**src/rtl/echo_timer_if.sv**
```systemverilog
// rtl/echo_timer_if.sv - ultrasonic echo timer request/result signal bundle
interface echo_timer_if #(
    parameter int CNT_W = 16
);
    logic             ENABLE;
    logic             ECHO;
    logic             pulse;
    logic [CNT_W-1:0] count;
    logic             calculate;
    logic             busy;
    logic             timeout;
    logic             overflow;

    modport master (
        output ENABLE, ECHO,
        input  pulse, count, calculate, busy, timeout, overflow
    );

    modport slave (
        input  ENABLE, ECHO,
        output pulse, count, calculate, busy, timeout, overflow
    );
endinterface

```
**src/rtl/echo_timer.sv**
```systemverilog
// rtl/echo_timer.sv - trigger pulse generator and echo pulse-width measurement FSM
module echo_timer #(
    parameter int CNT_W    = 16,
    parameter int TRIG_CYC = 10,
    parameter int TIMEOUT  = 30000
) (
    input  logic         CLKOUT,
    input  logic         reset,
    echo_timer_if.slave  bus
);
    typedef enum logic [2:0] {IDLE, TRIG, WAIT_ECHO, MEASURE, DONE} state_t;

    localparam int TRIG_W = $clog2(TRIG_CYC + 1);
    localparam int WAIT_W = $clog2(TIMEOUT + 1);
    localparam logic [TRIG_W-1:0] TRIG_LAST = TRIG_W'(TRIG_CYC - 1);
    localparam logic [WAIT_W-1:0] WAIT_LAST = WAIT_W'(TIMEOUT - 1);
    localparam logic [CNT_W-1:0]  CNT_MAX   = {CNT_W{1'b1}};
    localparam logic [CNT_W-1:0]  CNT_ONE   = CNT_W'(1);
    localparam logic [CNT_W-1:0]  CNT_PEN   = CNT_MAX - CNT_ONE;

    state_t            state;
    state_t            state_nxt;
    logic              echo_m;
    logic              echo_s;
    logic [TRIG_W-1:0] trig_cnt;
    logic [WAIT_W-1:0] wait_cnt;
    logic [CNT_W-1:0]  count_q;
    logic              pulse_q;
    logic              timeout_q;
    logic              overflow_q;

    // ECHO is asynchronous; only the second flop feeds the FSM
    always_ff @(posedge CLKOUT) begin
        if (reset) begin
            echo_m <= 1'b0;
            echo_s <= 1'b0;
        end else begin
            echo_m <= bus.ECHO;
            echo_s <= echo_m;
        end
    end

    always_ff @(posedge CLKOUT) begin
        if (reset) begin
            state <= IDLE;
        end else begin
            state <= state_nxt;
        end
    end

    always_comb begin
        state_nxt = state;
        case (state)
            IDLE: begin
                if (bus.ENABLE) begin
                    state_nxt = TRIG;
                end
            end
            TRIG: begin
                if (trig_cnt == TRIG_LAST) begin
                    state_nxt = WAIT_ECHO;
                end
            end
            WAIT_ECHO: begin
                if (echo_s) begin
                    state_nxt = (CNT_ONE == CNT_MAX) ? DONE : MEASURE;
                end else if (wait_cnt == WAIT_LAST) begin
                    state_nxt = DONE;
                end
            end
            MEASURE: begin
                if (!echo_s || count_q == CNT_PEN) begin
                    state_nxt = DONE;
                end
            end
            DONE:    state_nxt = IDLE;
            default: state_nxt = IDLE;
        endcase
    end

    // Result registers stay frozen from DONE until the next start request
    always_ff @(posedge CLKOUT) begin
        if (reset) begin
            pulse_q    <= 1'b0;
            trig_cnt   <= '0;
            wait_cnt   <= '0;
            count_q    <= '0;
            timeout_q  <= 1'b0;
            overflow_q <= 1'b0;
        end else begin
            pulse_q  <= (state_nxt == TRIG);
            trig_cnt <= (state == TRIG) ? trig_cnt + 1'b1 : '0;
            wait_cnt <= (state == WAIT_ECHO) ? wait_cnt + 1'b1 : '0;
            case (state)
                IDLE: begin
                    if (bus.ENABLE) begin
                        count_q    <= '0;
                        timeout_q  <= 1'b0;
                        overflow_q <= 1'b0;
                    end
                end
                WAIT_ECHO: begin
                    if (echo_s) begin
                        count_q    <= CNT_ONE;
                        overflow_q <= (CNT_ONE == CNT_MAX);
                    end else if (wait_cnt == WAIT_LAST) begin
                        count_q   <= '0;
                        timeout_q <= 1'b1;
                    end
                end
                MEASURE: begin
                    if (echo_s) begin
                        count_q <= count_q + CNT_ONE;
                        if (count_q == CNT_PEN) begin
                            overflow_q <= 1'b1;
                        end
                    end
                end
                default: ;
            endcase
        end
    end

    assign bus.pulse     = pulse_q;
    assign bus.count     = count_q;
    assign bus.calculate = (state == DONE);
    assign bus.busy      = (state != IDLE);
    assign bus.timeout   = timeout_q;
    assign bus.overflow  = overflow_q;
endmodule

```
**src/flat_wrapper.sv**
```systemverilog
// flat-port wrapper written by rule: the top's interface ports become plain ports
module echo_timer_flat 
#(
    parameter int CNT_W    = 16,
    parameter int TRIG_CYC = 10,
    parameter int TIMEOUT  = 30000
)
  (CLKOUT, reset, bus_ENABLE, bus_ECHO, bus_pulse, bus_count, bus_calculate, bus_busy, bus_timeout, bus_overflow);
  echo_timer_if #(.CNT_W(CNT_W)) bus_i ();
  input  logic CLKOUT;
  input  logic reset;
  input wire logic [$bits(bus_i.ENABLE)-1:0] bus_ENABLE;
  input wire logic [$bits(bus_i.ECHO)-1:0] bus_ECHO;
  output wire logic [$bits(bus_i.pulse)-1:0] bus_pulse;
  output wire logic [$bits(bus_i.count)-1:0] bus_count;
  output wire logic [$bits(bus_i.calculate)-1:0] bus_calculate;
  output wire logic [$bits(bus_i.busy)-1:0] bus_busy;
  output wire logic [$bits(bus_i.timeout)-1:0] bus_timeout;
  output wire logic [$bits(bus_i.overflow)-1:0] bus_overflow;
  assign bus_i.ENABLE = bus_ENABLE;
  assign bus_i.ECHO = bus_ECHO;
  assign bus_pulse = bus_i.pulse;
  assign bus_count = bus_i.count;
  assign bus_calculate = bus_i.calculate;
  assign bus_busy = bus_i.busy;
  assign bus_timeout = bus_i.timeout;
  assign bus_overflow = bus_i.overflow;
  echo_timer #(.CNT_W(CNT_W), .TRIG_CYC(TRIG_CYC), .TIMEOUT(TIMEOUT)) u_core (.CLKOUT(CLKOUT), .reset(reset), .bus(bus_i));
endmodule
```
**config.mk**
```make
export PLATFORM = sky130hd
export DESIGN_NAME = echo_timer_flat
export DESIGN_NICKNAME = d
export VERILOG_FILES = /design/src/rtl/echo_timer_if.sv /design/src/rtl/echo_timer.sv /design/src/flat_wrapper.sv
export SDC_FILE = /design/constraint.sdc
export NUM_CORES = 1
export LEC_CHECK = 0
export CAP_MARGIN = 10
export CORE_MARGIN = 10
export CORE_UTILIZATION = 30
export CTS_CLUSTER_DIAMETER = 100
export DETAILED_ROUTE_END_ITERATION = 7
export MAX_ROUTING_LAYER = met4
export SLEW_MARGIN = 20
export SYNTH_ARGS = -nofsm -noshare
export SYNTH_HDL_FRONTEND = slang
export SYNTH_SLANG_ARGS = --single-unit
```
**constraint.sdc**
```tcl
create_clock -name CLKOUT -period 2.3 [get_ports CLKOUT]
set_clock_uncertainty 0.15 [all_clocks]
set_input_delay 0.575 -clock CLKOUT [delete_from_list [all_inputs] [get_ports CLKOUT]]
set_output_delay 0.575 -clock CLKOUT [all_outputs]
set_load 0.01 [all_outputs]
```
==> metrics.md <==
| Metric | Value |
|---|---|
| Status | complete, no violations |
| Top-count cell post-synth | dfxtp_1 |
| Startpoint Class | flip-flop |
| Clock Pin Slew Worst Setup and Hold Paths | 80 ps |
| Initial Util | 0.3115 |
| Fin. Hold Viols | 0 |
| Die X | 104.5 um |
| Top Metal Used | met4 |
| Root buf cell | clkbuf_8 |
| Largest family of logic cells by synthesized area | simple AND/OR/NAND/NOR gates |
| Lkg Pwr | 1.024 nW |
| Synth Flop Type | dfxtp_1 |
| H-tree Lvls | 2 |
| Vias in the first global route | 1952 |
| RSZ-0062 raised after global routing | false |
| Final period util | 0.9835 |
| Area after DPL | 2669 um2 |
| Peak VDD IR | 0.0003525 V |
| Clock sinks | 43 |
| Net Count, Synth | 259 |
| Met2 wire length | 2336 um |
| Clock buffer depth | 2 |
| Synth area leaders | dfxtp_1, nand2_1, nor2_1, ha_1, nand3_1 |
| Pre-CTS WS | -124.0 ps |
| EDFF count, synth | 0 |
| Fillers | 708 |
| Syn Inst Count | 250 |
| CP required | 2330 ps |
| Post-CTS sizing | 3 |
| First-pass GRT wire length | 8949 um |
| Min cycle time layout | 2262 ps |
| Hold WS | 309.5 ps |
| Hold Path Class | flip-flop to flip-flop |
| Area Overhead vs Synth | 30.18% |
| Buffers added on ports | 24 |
| CTS tree | done |
| Commonest cells post-synth | dfxtp_1, nand2_1, nor2_1 |
| Area of the multi-input gates | 1221 um2 |
| Pwr/cell area | 483.0 nW/um2 |
| Mux cell area share after synthesis | 0.01404 |
| CP Cell Sequence | or4b_1, or4_1, a22o_4, a221o_1 |
| Layout cell share with drive strength beyond 1 | 0.1561 |
| Final Cell Area | 2785 um2 |
| Die Y | 104.5 um |
| Initial antenna violation count | 0 |
| Post-synthesis async set-or-reset flop share | 0 |
| Sequential share of the synthesized area | 0.4023 |
| Die area | 10910 um2 |
| ANT cells | 0 |
| I/O pins | 25 |
| Met1 wire length | 2447 um |
| Flops & latches, synth | 43 |
| Simple-Gate Fraction of Synth Area | 0.2947 |
| Hold buffer count at CTS | 0 |
| DRT Wirelength | 5129 um |
| Clk_lat worst skew | 290 ps |
| Synth cell types | 51 |
| Setup crit end kind | flip-flop |
| Fin util | 0.4055 |
| Setup bufs post-CTS | 0 |
| Adder-cell area share of the yosys netlist | 0.02924 |
| Synthesis Warnings | 0 |
| Compound-Gate Fraction of Synth Area | 0.1807 |
| Fmax | 0.4421 GHz |
| Arrival @ worst endpoint | 2290 ps |
| Crit path largest cell delay | 540 ps |
| WL/cell | 12.92 um |
| Number of max-cap violations | 0 |
| Crit-path max FO | 9 |
| Antenna-violating nets left | 0 |
| Post-synth top area share | 0.4023 |
| Crit path max-delay cell type | or4b_1 |
| Max-slew headroom | 0.7550 |
| Worst path bufs/invs | 0 |
| Max Slew Vio Count | 0 |
| Core Region | 6869 um2 |
| Avg Inst Size Synth | 8.558 um2 |
| Synthesized area | 2140 um2 |
| Largest net degree at the start of global routing | 17 |
| Delay-heaviest family, CP | simple AND/OR/NAND/NOR gates |
| Drc violations | 0 |
| Final #Nets | 309 |
| Vias | 1998 |
| Seq. cell area | 863.3 um2 |
| Worst setup slack after layout | 37.95 ps |
| Initial drt markers | 91 |
| Num CTS Buffers | 5 |
| Total Power | 1.345 mW |
| WS Path Type | flip-flop to flip-flop |
| Yosys top cell by area | dfxtp_1 |
| Routability cong. | 0.8231 |
| Met3 Wirelength | 301 um |
| DRT Pass-1 Iters | 4 |
| All-Layer GR Usage | 0.09739 |
| Total gr overflow | 0 |
| Setup violators final | 0 |
| Post-detailed-route via-to-cell ratio | 5.033 |
| Post-Synth XOR/XNOR Area | 0.04503 |
| Detail Placement HPWL | 3960 um |
| Rows | 30 |
| Least-Margin Pin Slew | 364.1 ps |
[registers in the layout (all words and copies together), names as in the netlist]
name,cells
u_core.bus.overflow,1
u_core.bus.timeout,1
u_core.wait_cnt,15
u_core.echo_s,1
u_core.echo_m,1
u_core.bus.count,16
u_core.bus.pulse,1
u_core.trig_cnt,4
u_core.state,3
[stage by stage]
step,std cells,setup TNS [ps]
after floorplan,250,0
after global placement,389,-594.5
after detailed placement,389,-720.2
after CTS,397,0
after global routing,397,0
final,397,0
[layout make-up]
type | count | area share
clock buffer | 8 | 0.03594
inverter | 8 | 0.01078
multi-input combinational | 190 | 0.4385
sequential | 43 | 0.3100
tap | 96 | 0.04313
timing repair buffer | 52 | 0.1617
[final timing paths]
kind | start | end | slack, ps | depth (start not counted)
worst max-delay path | u_core.wait_cnt[6]$_SDFF_PP0_ | u_core.bus.count[13]$_SDFFE_PP0P_ | 40 | 4
worst min-delay path | u_core.echo_m$_SDFF_PP0_ | u_core.echo_s$_SDFF_PP0_ | 310 | 1
worst min register to register | u_core.echo_m$_SDFF_PP0_ | u_core.echo_s$_SDFF_PP0_ | 310 | 1
worst max register to register | u_core.wait_cnt[6]$_SDFF_PP0_ | u_core.bus.count[13]$_SDFFE_PP0P_ | 40 | 4
[layout by cell type (no fill, tap or decap), drive strengths merged, types with 7 or more instances in the layout]
master,instances
nand4,8
nand2,25
clkdlybuf4s50,24
clkbuf,8
nor3,7
buf,28
nor2,25
nor4,8
inv,8
dfxtp,43
nand3,12
o21ai,9
a21oi,8
[metal layers]
metal  GRT usage  up-vias
met5           -        -
met2      0.1535       44
met3     0.02912        7
met4     0.02982        0
met1      0.1164      916
li1            -     1031
[kinds of logic after synthesis]
| family | after synthesis |
|---|---|
| xor+xnor | 11 |
| compound gates | 53 |
| buf+inv | 17 |
| mux | 3 |
| fa+ha+maj | 5 |
| simple gates | 118 |
| flops | 43 |
[where the power goes]
group | switching (mW) | internal [mW] | total [mW]
logic | 0.0320 | 0.0317 | 0.0638
registers | 0.00362 | 0.749 | 0.753
clock network | 0.254 | 0.274 | 0.529
total | 0.290 | 1.06 | 1.35
No activity file was read; power rests on OpenSTA's default activity.
